### src/rtl/fetch_lockstep_cmp.sv
// Lockstep checker for the dual-core Z80 harness: captures each core's M1 fetch
// addresses into per-channel FIFOs and compares the two streams in order.
module fetch_lockstep_cmp #(
  parameter int AW      = 16,
  parameter int DEPTH_L = 3,
  parameter int CNT_W   = 16
) (
  input  logic             CLK,
  input  logic             RESET,
  input  logic             A_M1,
  input  logic [AW-1:0]    A_ADDR,
  input  logic             B_M1_N,
  input  logic             B_MREQ_N,
  input  logic [AW-1:0]    B_ADDR,
  input  logic             CHECK_EN,
  input  logic             BLOCK,
  input  logic             CLEAR,
  output logic             RUNNING,
  output logic             HALTED,
  output logic             MISMATCH,
  output logic             OVERFLOW,
  output logic             START_P,
  output logic [AW-1:0]    ERR_A,
  output logic [AW-1:0]    ERR_B,
  output logic [CNT_W-1:0] MATCH_CNT
);

  localparam int DEPTH = 1 << DEPTH_L;
  localparam logic [DEPTH_L:0] FULL_CNT = (DEPTH_L+1)'(DEPTH);
  localparam logic [DEPTH_L:0] ZERO_CNT = {(DEPTH_L+1){1'b0}};

  typedef enum logic [1:0] {
    ST_SYNC = 2'd0,
    ST_RUN  = 2'd1,
    ST_HALT = 2'd2
  } state_t;

  state_t               state_r, state_nxt_s;
  logic                 fa_q_r, fb_q_r;
  logic [AW-1:0]        mem_a_r [DEPTH];
  logic [AW-1:0]        mem_b_r [DEPTH];
  logic [DEPTH_L-1:0]   wp_a_r, rp_a_r, wp_b_r, rp_b_r;
  logic [DEPTH_L:0]     cnt_a_r, cnt_b_r;
  logic                 running_r, halted_r, mismatch_r, overflow_r, start_p_r;
  logic [AW-1:0]        err_a_r, err_b_r;
  logic [CNT_W-1:0]     match_cnt_r;

  logic                 fa_s, fb_s, push_a_s, push_b_s, full_a_s, full_b_s;
  logic                 write_a_s, write_b_s, ovf_s, both_s, eq_s;
  logic [AW-1:0]        head_a_s, head_b_s;
  logic                 pop_a_s, pop_b_s, inc_s, start_s, err_s, flush_s;

  assign fa_s      = A_M1;
  assign fb_s      = ~B_M1_N & ~B_MREQ_N;
  assign push_a_s  = fa_s & ~fa_q_r;
  assign push_b_s  = fb_s & ~fb_q_r;
  // Fullness is judged on the pre-pop count, so a simultaneous pop never rescues a push.
  assign full_a_s  = (cnt_a_r == FULL_CNT);
  assign full_b_s  = (cnt_b_r == FULL_CNT);
  assign ovf_s     = (push_a_s & full_a_s) | (push_b_s & full_b_s);
  assign head_a_s  = mem_a_r[rp_a_r];
  assign head_b_s  = mem_b_r[rp_b_r];
  assign both_s    = (cnt_a_r != ZERO_CNT) & (cnt_b_r != ZERO_CNT);
  assign eq_s      = (head_a_s == head_b_s);
  assign write_a_s = push_a_s & ~full_a_s & ~flush_s;
  assign write_b_s = push_b_s & ~full_b_s & ~flush_s;

  // Compare decision and next state; overflow overrides every pop and transition.
  always_comb begin
    pop_a_s     = 1'b0;
    pop_b_s     = 1'b0;
    inc_s       = 1'b0;
    start_s     = 1'b0;
    err_s       = 1'b0;
    flush_s     = 1'b0;
    state_nxt_s = state_r;
    case (state_r)
      ST_SYNC: begin
        if (both_s && eq_s) begin
          pop_a_s     = 1'b1;
          pop_b_s     = 1'b1;
          start_s     = 1'b1;
          state_nxt_s = ST_RUN;
        end else if (both_s) begin
          pop_a_s = 1'b1;
        end else begin
          state_nxt_s = ST_SYNC;
        end
      end
      ST_RUN: begin
        if (both_s && eq_s) begin
          pop_a_s = 1'b1;
          pop_b_s = 1'b1;
          inc_s   = 1'b1;
        end else if (both_s && (BLOCK || !CHECK_EN)) begin
          pop_a_s = 1'b1;
          pop_b_s = 1'b1;
        end else if (both_s) begin
          err_s       = 1'b1;
          state_nxt_s = ST_HALT;
        end else begin
          state_nxt_s = ST_RUN;
        end
      end
      ST_HALT: begin
        if (CLEAR) begin
          flush_s     = 1'b1;
          state_nxt_s = ST_SYNC;
        end else begin
          state_nxt_s = ST_HALT;
        end
      end
      default: state_nxt_s = ST_SYNC;
    endcase
    if (ovf_s) begin
      pop_a_s     = 1'b0;
      pop_b_s     = 1'b0;
      inc_s       = 1'b0;
      start_s     = 1'b0;
      flush_s     = 1'b0;
      state_nxt_s = ST_HALT;
    end else begin
      state_nxt_s = state_nxt_s;
    end
  end

  // FIFO storage; contents need no reset because occupancy is tracked by the counts.
  always_ff @(posedge CLK) begin
    if (write_a_s) mem_a_r[wp_a_r] <= A_ADDR;
    if (write_b_s) mem_b_r[wp_b_r] <= B_ADDR;
  end

  // Control state, FIFO pointers and registered outputs.
  always_ff @(posedge CLK) begin
    if (RESET) begin
      state_r     <= ST_SYNC;
      fa_q_r      <= 1'b0;
      fb_q_r      <= 1'b0;
      wp_a_r      <= '0;
      rp_a_r      <= '0;
      wp_b_r      <= '0;
      rp_b_r      <= '0;
      cnt_a_r     <= ZERO_CNT;
      cnt_b_r     <= ZERO_CNT;
      running_r   <= 1'b0;
      halted_r    <= 1'b0;
      mismatch_r  <= 1'b0;
      overflow_r  <= 1'b0;
      start_p_r   <= 1'b0;
      err_a_r     <= '0;
      err_b_r     <= '0;
      match_cnt_r <= '0;
    end else begin
      fa_q_r    <= fa_s;
      fb_q_r    <= fb_s;
      state_r   <= state_nxt_s;
      running_r <= (state_nxt_s == ST_RUN);
      halted_r  <= (state_nxt_s == ST_HALT);
      start_p_r <= start_s;
      if (flush_s) begin
        wp_a_r  <= '0;
        rp_a_r  <= '0;
        wp_b_r  <= '0;
        rp_b_r  <= '0;
        cnt_a_r <= ZERO_CNT;
        cnt_b_r <= ZERO_CNT;
      end else begin
        wp_a_r  <= wp_a_r + DEPTH_L'(write_a_s);
        rp_a_r  <= rp_a_r + DEPTH_L'(pop_a_s);
        wp_b_r  <= wp_b_r + DEPTH_L'(write_b_s);
        rp_b_r  <= rp_b_r + DEPTH_L'(pop_b_s);
        cnt_a_r <= cnt_a_r + (DEPTH_L+1)'(write_a_s) - (DEPTH_L+1)'(pop_a_s);
        cnt_b_r <= cnt_b_r + (DEPTH_L+1)'(write_b_s) - (DEPTH_L+1)'(pop_b_s);
      end
      if (ovf_s) overflow_r <= 1'b1;
      if (err_s) begin
        mismatch_r <= 1'b1;
        err_a_r    <= head_a_s;
        err_b_r    <= head_b_s;
      end
      if (inc_s) match_cnt_r <= match_cnt_r + CNT_W'(1'b1);
    end
  end

  assign RUNNING   = running_r;
  assign HALTED    = halted_r;
  assign MISMATCH  = mismatch_r;
  assign OVERFLOW  = overflow_r;
  assign START_P   = start_p_r;
  assign ERR_A     = err_a_r;
  assign ERR_B     = err_b_r;
  assign MATCH_CNT = match_cnt_r;

endmodule
### config.mk
export PLATFORM = sky130hd
export DESIGN_NAME = fetch_lockstep_cmp
export DESIGN_NICKNAME = d
export VERILOG_FILES = /design/src/rtl/fetch_lockstep_cmp.sv
export SDC_FILE = /design/constraint.sdc
export NUM_CORES = 1
export LEC_CHECK = 0
export CAP_MARGIN = 5
export CORE_MARGIN = 2
export CORE_UTILIZATION = 58
export DETAILED_ROUTE_END_ITERATION = 8
export PLACE_DENSITY = 0.79
export SETUP_SLACK_MARGIN = 0.05
export SLEW_MARGIN = 20
export SYNTH_ARGS = -nofsm -noshare
export SYNTH_HDL_FRONTEND = slang
export SYNTH_SLANG_ARGS = --single-unit
### constraint.sdc
create_clock -name CLK -period 4.3 [get_ports CLK]
set_clock_uncertainty 0.1 [all_clocks]
set_input_delay 0.86 -clock CLK [delete_from_list [all_inputs] [get_ports CLK]]
set_output_delay 0.86 -clock CLK [all_outputs]
set_load 0.02 [all_outputs]
==> results.sh <==
export IMPL_cts_hold_buf=0
export IMPL_synth_largest_area_cell="edfxtp_1"
export IMPL_ys_seq_area_share_pct=69.4
export IMPL_cts_num_sinks=333
export IMPL_rsz0062_at_grt="no"
export IMPL_io_pins=93
export IMPL_tns_ns=0
export IMPL_async_reset_ff_share_pct=0
export IMPL_synth_edf_count=256
export IMPL_cts_reportedPaths_clkPinSlew_ns=0.06
export IMPL_yosys_register_bits=333
export IMPL_grt_max_degree=60
export IMPL_drtIter0Drc=725
export IMPL_root_buffer="clkbuf_16"
export IMPL_port_buffer_count=92
export IMPL_die_area_um2=24100
export IMPL_critPathRequiredTime_ns=4.58
export IMPL_min_period_ns=4.04
export IMPL_yosys_area_share_simple_pct=5.12
export IMPL_first_pass_iters=5
export IMPL_p_leak_nw=5.05
export IMPL_start_kind="flip-flop"
export IMPL_fin_area_um2=15800
export IMPL_place_ws_ns=0.0551
export IMPL_crit_path_max_fanout=45
export IMPL_r2r_slack_ns=0.26
export IMPL_synthTopCellsByArea="edfxtp_1 (58%), dfxtp_1 (12%), mux4_2 (11%)"
export IMPL_synth_compound_area_share_pct=5.35
export IMPL_h_tree_depth=2
export IMPL_fp_row_count=55
export IMPL_grt_overflow=0
export IMPL_cts_buffers=34
export IMPL_initial_core_util_pct=58.9
export IMPL_nets=951
export IMPL_grt_pass1_vias=7794
export IMPL_antenna_found_initial=0
export IMPL_grt_pass1_wl_um=43800
export IMPL_finalSetupViolCount=0
export IMPL_cts_tree="built"
export IMPL_ys_types=46
export IMPL_post_route_util_pct=69.9
export IMPL_yosys_area_top_type_share_pct=57.8
export IMPL_cts_buffer_depth=3
export IMPL_clk_latency_ns=0.51
export IMPL_total_power_mw=7.46
export IMPL_area_delta_synth_final_pct=18.7
export IMPL_grtUsageTotal_pct=24.0
export IMPL_synth_xor_xnor_area_share_pct=1.58
export IMPL_synth_mux_area_share_pct=13.3
export IMPL_slew_viol_final=0
export IMPL_fmax_mhz=248
export IMPL_status="finished clean"
export IMPL_yosysWarnings=0
export IMPL_synth_top_family_by_area="multiplexers"
export IMPL_fp_dieW_um=155
export IMPL_synth_area_per_cell_um2=17.3
export IMPL_fp_coreArea_um2=22600
export IMPL_postPlaceCellArea_um2=14600
export IMPL_post_route_period_util_pct=93.9
export IMPL_synth_fa_ha_area_share_pct=2.28
export IMPL_cp_arrival_ns=4.32
export IMPL_totalWireLength_um=28600
export IMPL_powerDensity_nw_per_um2=473
export IMPL_relSlewSlack_pct=54.5
export IMPL_endpoint_kind="flip-flop"
export IMPL_gp_congestion=0.802
export IMPL_syn_num_nets=830
export IMPL_vdd_drop_max_uv=375
export IMPL_wl_per_cell_um=23.9
export IMPL_cp_slowest_stage_delay_ns=0.53
export IMPL_syn_inst=767
export IMPL_ys_flop_type="edfxtp_1"
export IMPL_hold_path_class="flip-flop to flip-flop"
export IMPL_drv_cap=0
export IMPL_num_antenna_cells=0
export IMPL_drtAntennaViolNets=0
export IMPL_cp_slowest_cell="mux4_2"
export IMPL_worstSetupPathType="flip-flop to flip-flop"
export IMPL_netlist_area_um2=13300
export IMPL_drc_errors=0
export IMPL_via_per_inst=6.33
export IMPL_fp_dieH_um=155
export IMPL_tightestPinTransition_ns=0.683
export IMPL_crit_chain="buf_12, mux4_2, mux2i_1, xor2_1, nor4_4, nand4_2, buf_6, a21oi_1, ha_1, inv_1, ha_1, inv_1, fa_1, xor2_1, nor2_1"
export IMPL_finalWorstSetupSlack_ns=0.264
export IMPL_hpwl_um=18000
export IMPL_vias=7588
export IMPL_drive_above_1_share_pct=18.7
export IMPL_hold_violations=0
-- cells by family (layout without fill, tap and decap cells) --
kind of cell,count (synthesis),in the layout
mux,96,96
fa+ha+maj,23,23
flops,333,333
buf+inv,64,210
compound gates,108,108
simple gates,119,119
xor+xnor,24,24
-- cells in the final DEF, fill, tap and decap left out, types with 5 or more instances in the layout --
cell type,n
buf_12,6
a21oi_1,53
nand2_1,16
a311oi_1,32
nand2b_1,7
xnor2_1,6
inv_1,16
or4_1,14
and3_1,7
clkdlybuf4s50_1,91
o31ai_1,14
clkbuf_16,35
clkbuf_1,11
mux2i_2,8
ha_1,21
and2_1,13
clkinv_1,5
mux4_2,62
dfxtp_1,75
edfxtp_1,256
nand3_1,6
mux2i_1,24
xor2_1,18
buf_4,34
nor2_1,28
-- synth_stat cells (2+ instances only) --
cell and count:
buf_2 13, nor2b_1 5, mux4_1 2, o31ai_1 14, and2_1 13, xor2_1 18
or3_1 2, o21ai_0 2, nor4b_1 2, a21oi_1 53, buf_6 7, dlygate4sd1_1 2
clkbuf_1 17, a22oi_1 2, nor2_1 28, nand4_1 3, fa_1 2, ha_1 21
edfxtp_1 256, or4_1 14, dfxtp_1 77, buf_4 3, mux2i_1 32, nand3_1 6
inv_1 16, xnor2_1 6, nor3_1 6, nand2b_1 7, a21o_1 2, mux4_2 62
a31oi_1 2, nor4_2 4, a311oi_1 32, buf_12 3, nand2_1 16, and3_1 7
-- power by group --
group	leakage, nW	total, mW	switching [mW]	internal (mW)
Sequential	2.94	3.64	0.0605	3.58
Combinational	1.58	0.969	0.569	0.401
Clock	0.531	2.85	1.15	1.70
-- flip-flops by register name, indices dropped and copies added (netlist names), 2 cells and up --
name       flops
wp_b_r         3
rp_a_r         3
cnt_a_r        4
mem_a_r      128
state_r        2
wp_a_r         3
MATCH_CNT     16
ERR_B         16
ERR_A         16
mem_b_r      128
rp_b_r         3
cnt_b_r        4
-- stage by stage --
step	hold WS [ns]	cells
finish	0.353	1198
floorplan	0.339	767
global placement	0.336	1137
detailed placement	0.344	1137
global route	0.383	1198
CTS	0.352	1198
-- area by class of cell --
type | instances | area (um2)
multi-input cells | 370 | 3740
repair buffers | 133 | 1300
clock buffers | 47 | 931
inverters | 16 | 60.1
flip-flops and latches | 333 | 9230
fillers | 1389 | 6790
clock inverters | 14 | 161
well taps | 285 | 357
-- path summary, 6_finish.rpt --
path                              start               endpoint  cells past startpoint
setup reg to reg   rp_b_r[1]$_SDFF_PP0_  cnt_b_r[2]$_SDFF_PP0_                     15
hold reg to reg   OVERFLOW$_SDFFE_PP0P_  OVERFLOW$_SDFFE_PP0P_                      2
setup / recovery   rp_b_r[1]$_SDFF_PP0_  cnt_b_r[2]$_SDFF_PP0_                     15
hold / removal    OVERFLOW$_SDFFE_PP0P_  OVERFLOW$_SDFFE_PP0P_                      2
-- worst max-delay path: cells and delay by family, from the launching register on --
| kind | cells | cell delay (ns) |
|---|---|---|
| muxes | 2 | 0.84 |
| adders and majority gates | 3 | 0.80 |
| and+or+nand+nor | 3 | 0.59 |
| buffers and inverters | 4 | 0.57 |
| DFF | 1 | 0.42 |
| xor gates and xnor gates | 2 | 0.33 |
| AOI/OAI and AO/OA | 1 | 0.23 |
-- metal layers --
layer,wire length (um),vias up,track usage [%],share of wire [%]
met5,0,-,0,0
met4,1020,0,8.74,3.6
met3,2110,80,4.51,7.4
met2,14300,355,40.4,50
met1,11200,3841,31.7,39
li1,-,3312,-,-
-- what timing repair did --
item | in CTS | in global routing
buffers inserted | 0 | 0
gates resized for setup | 1 | 10
endpoints found under the setup margin | 2 | 5
No activity file was read; power rests on OpenSTA's default activity.
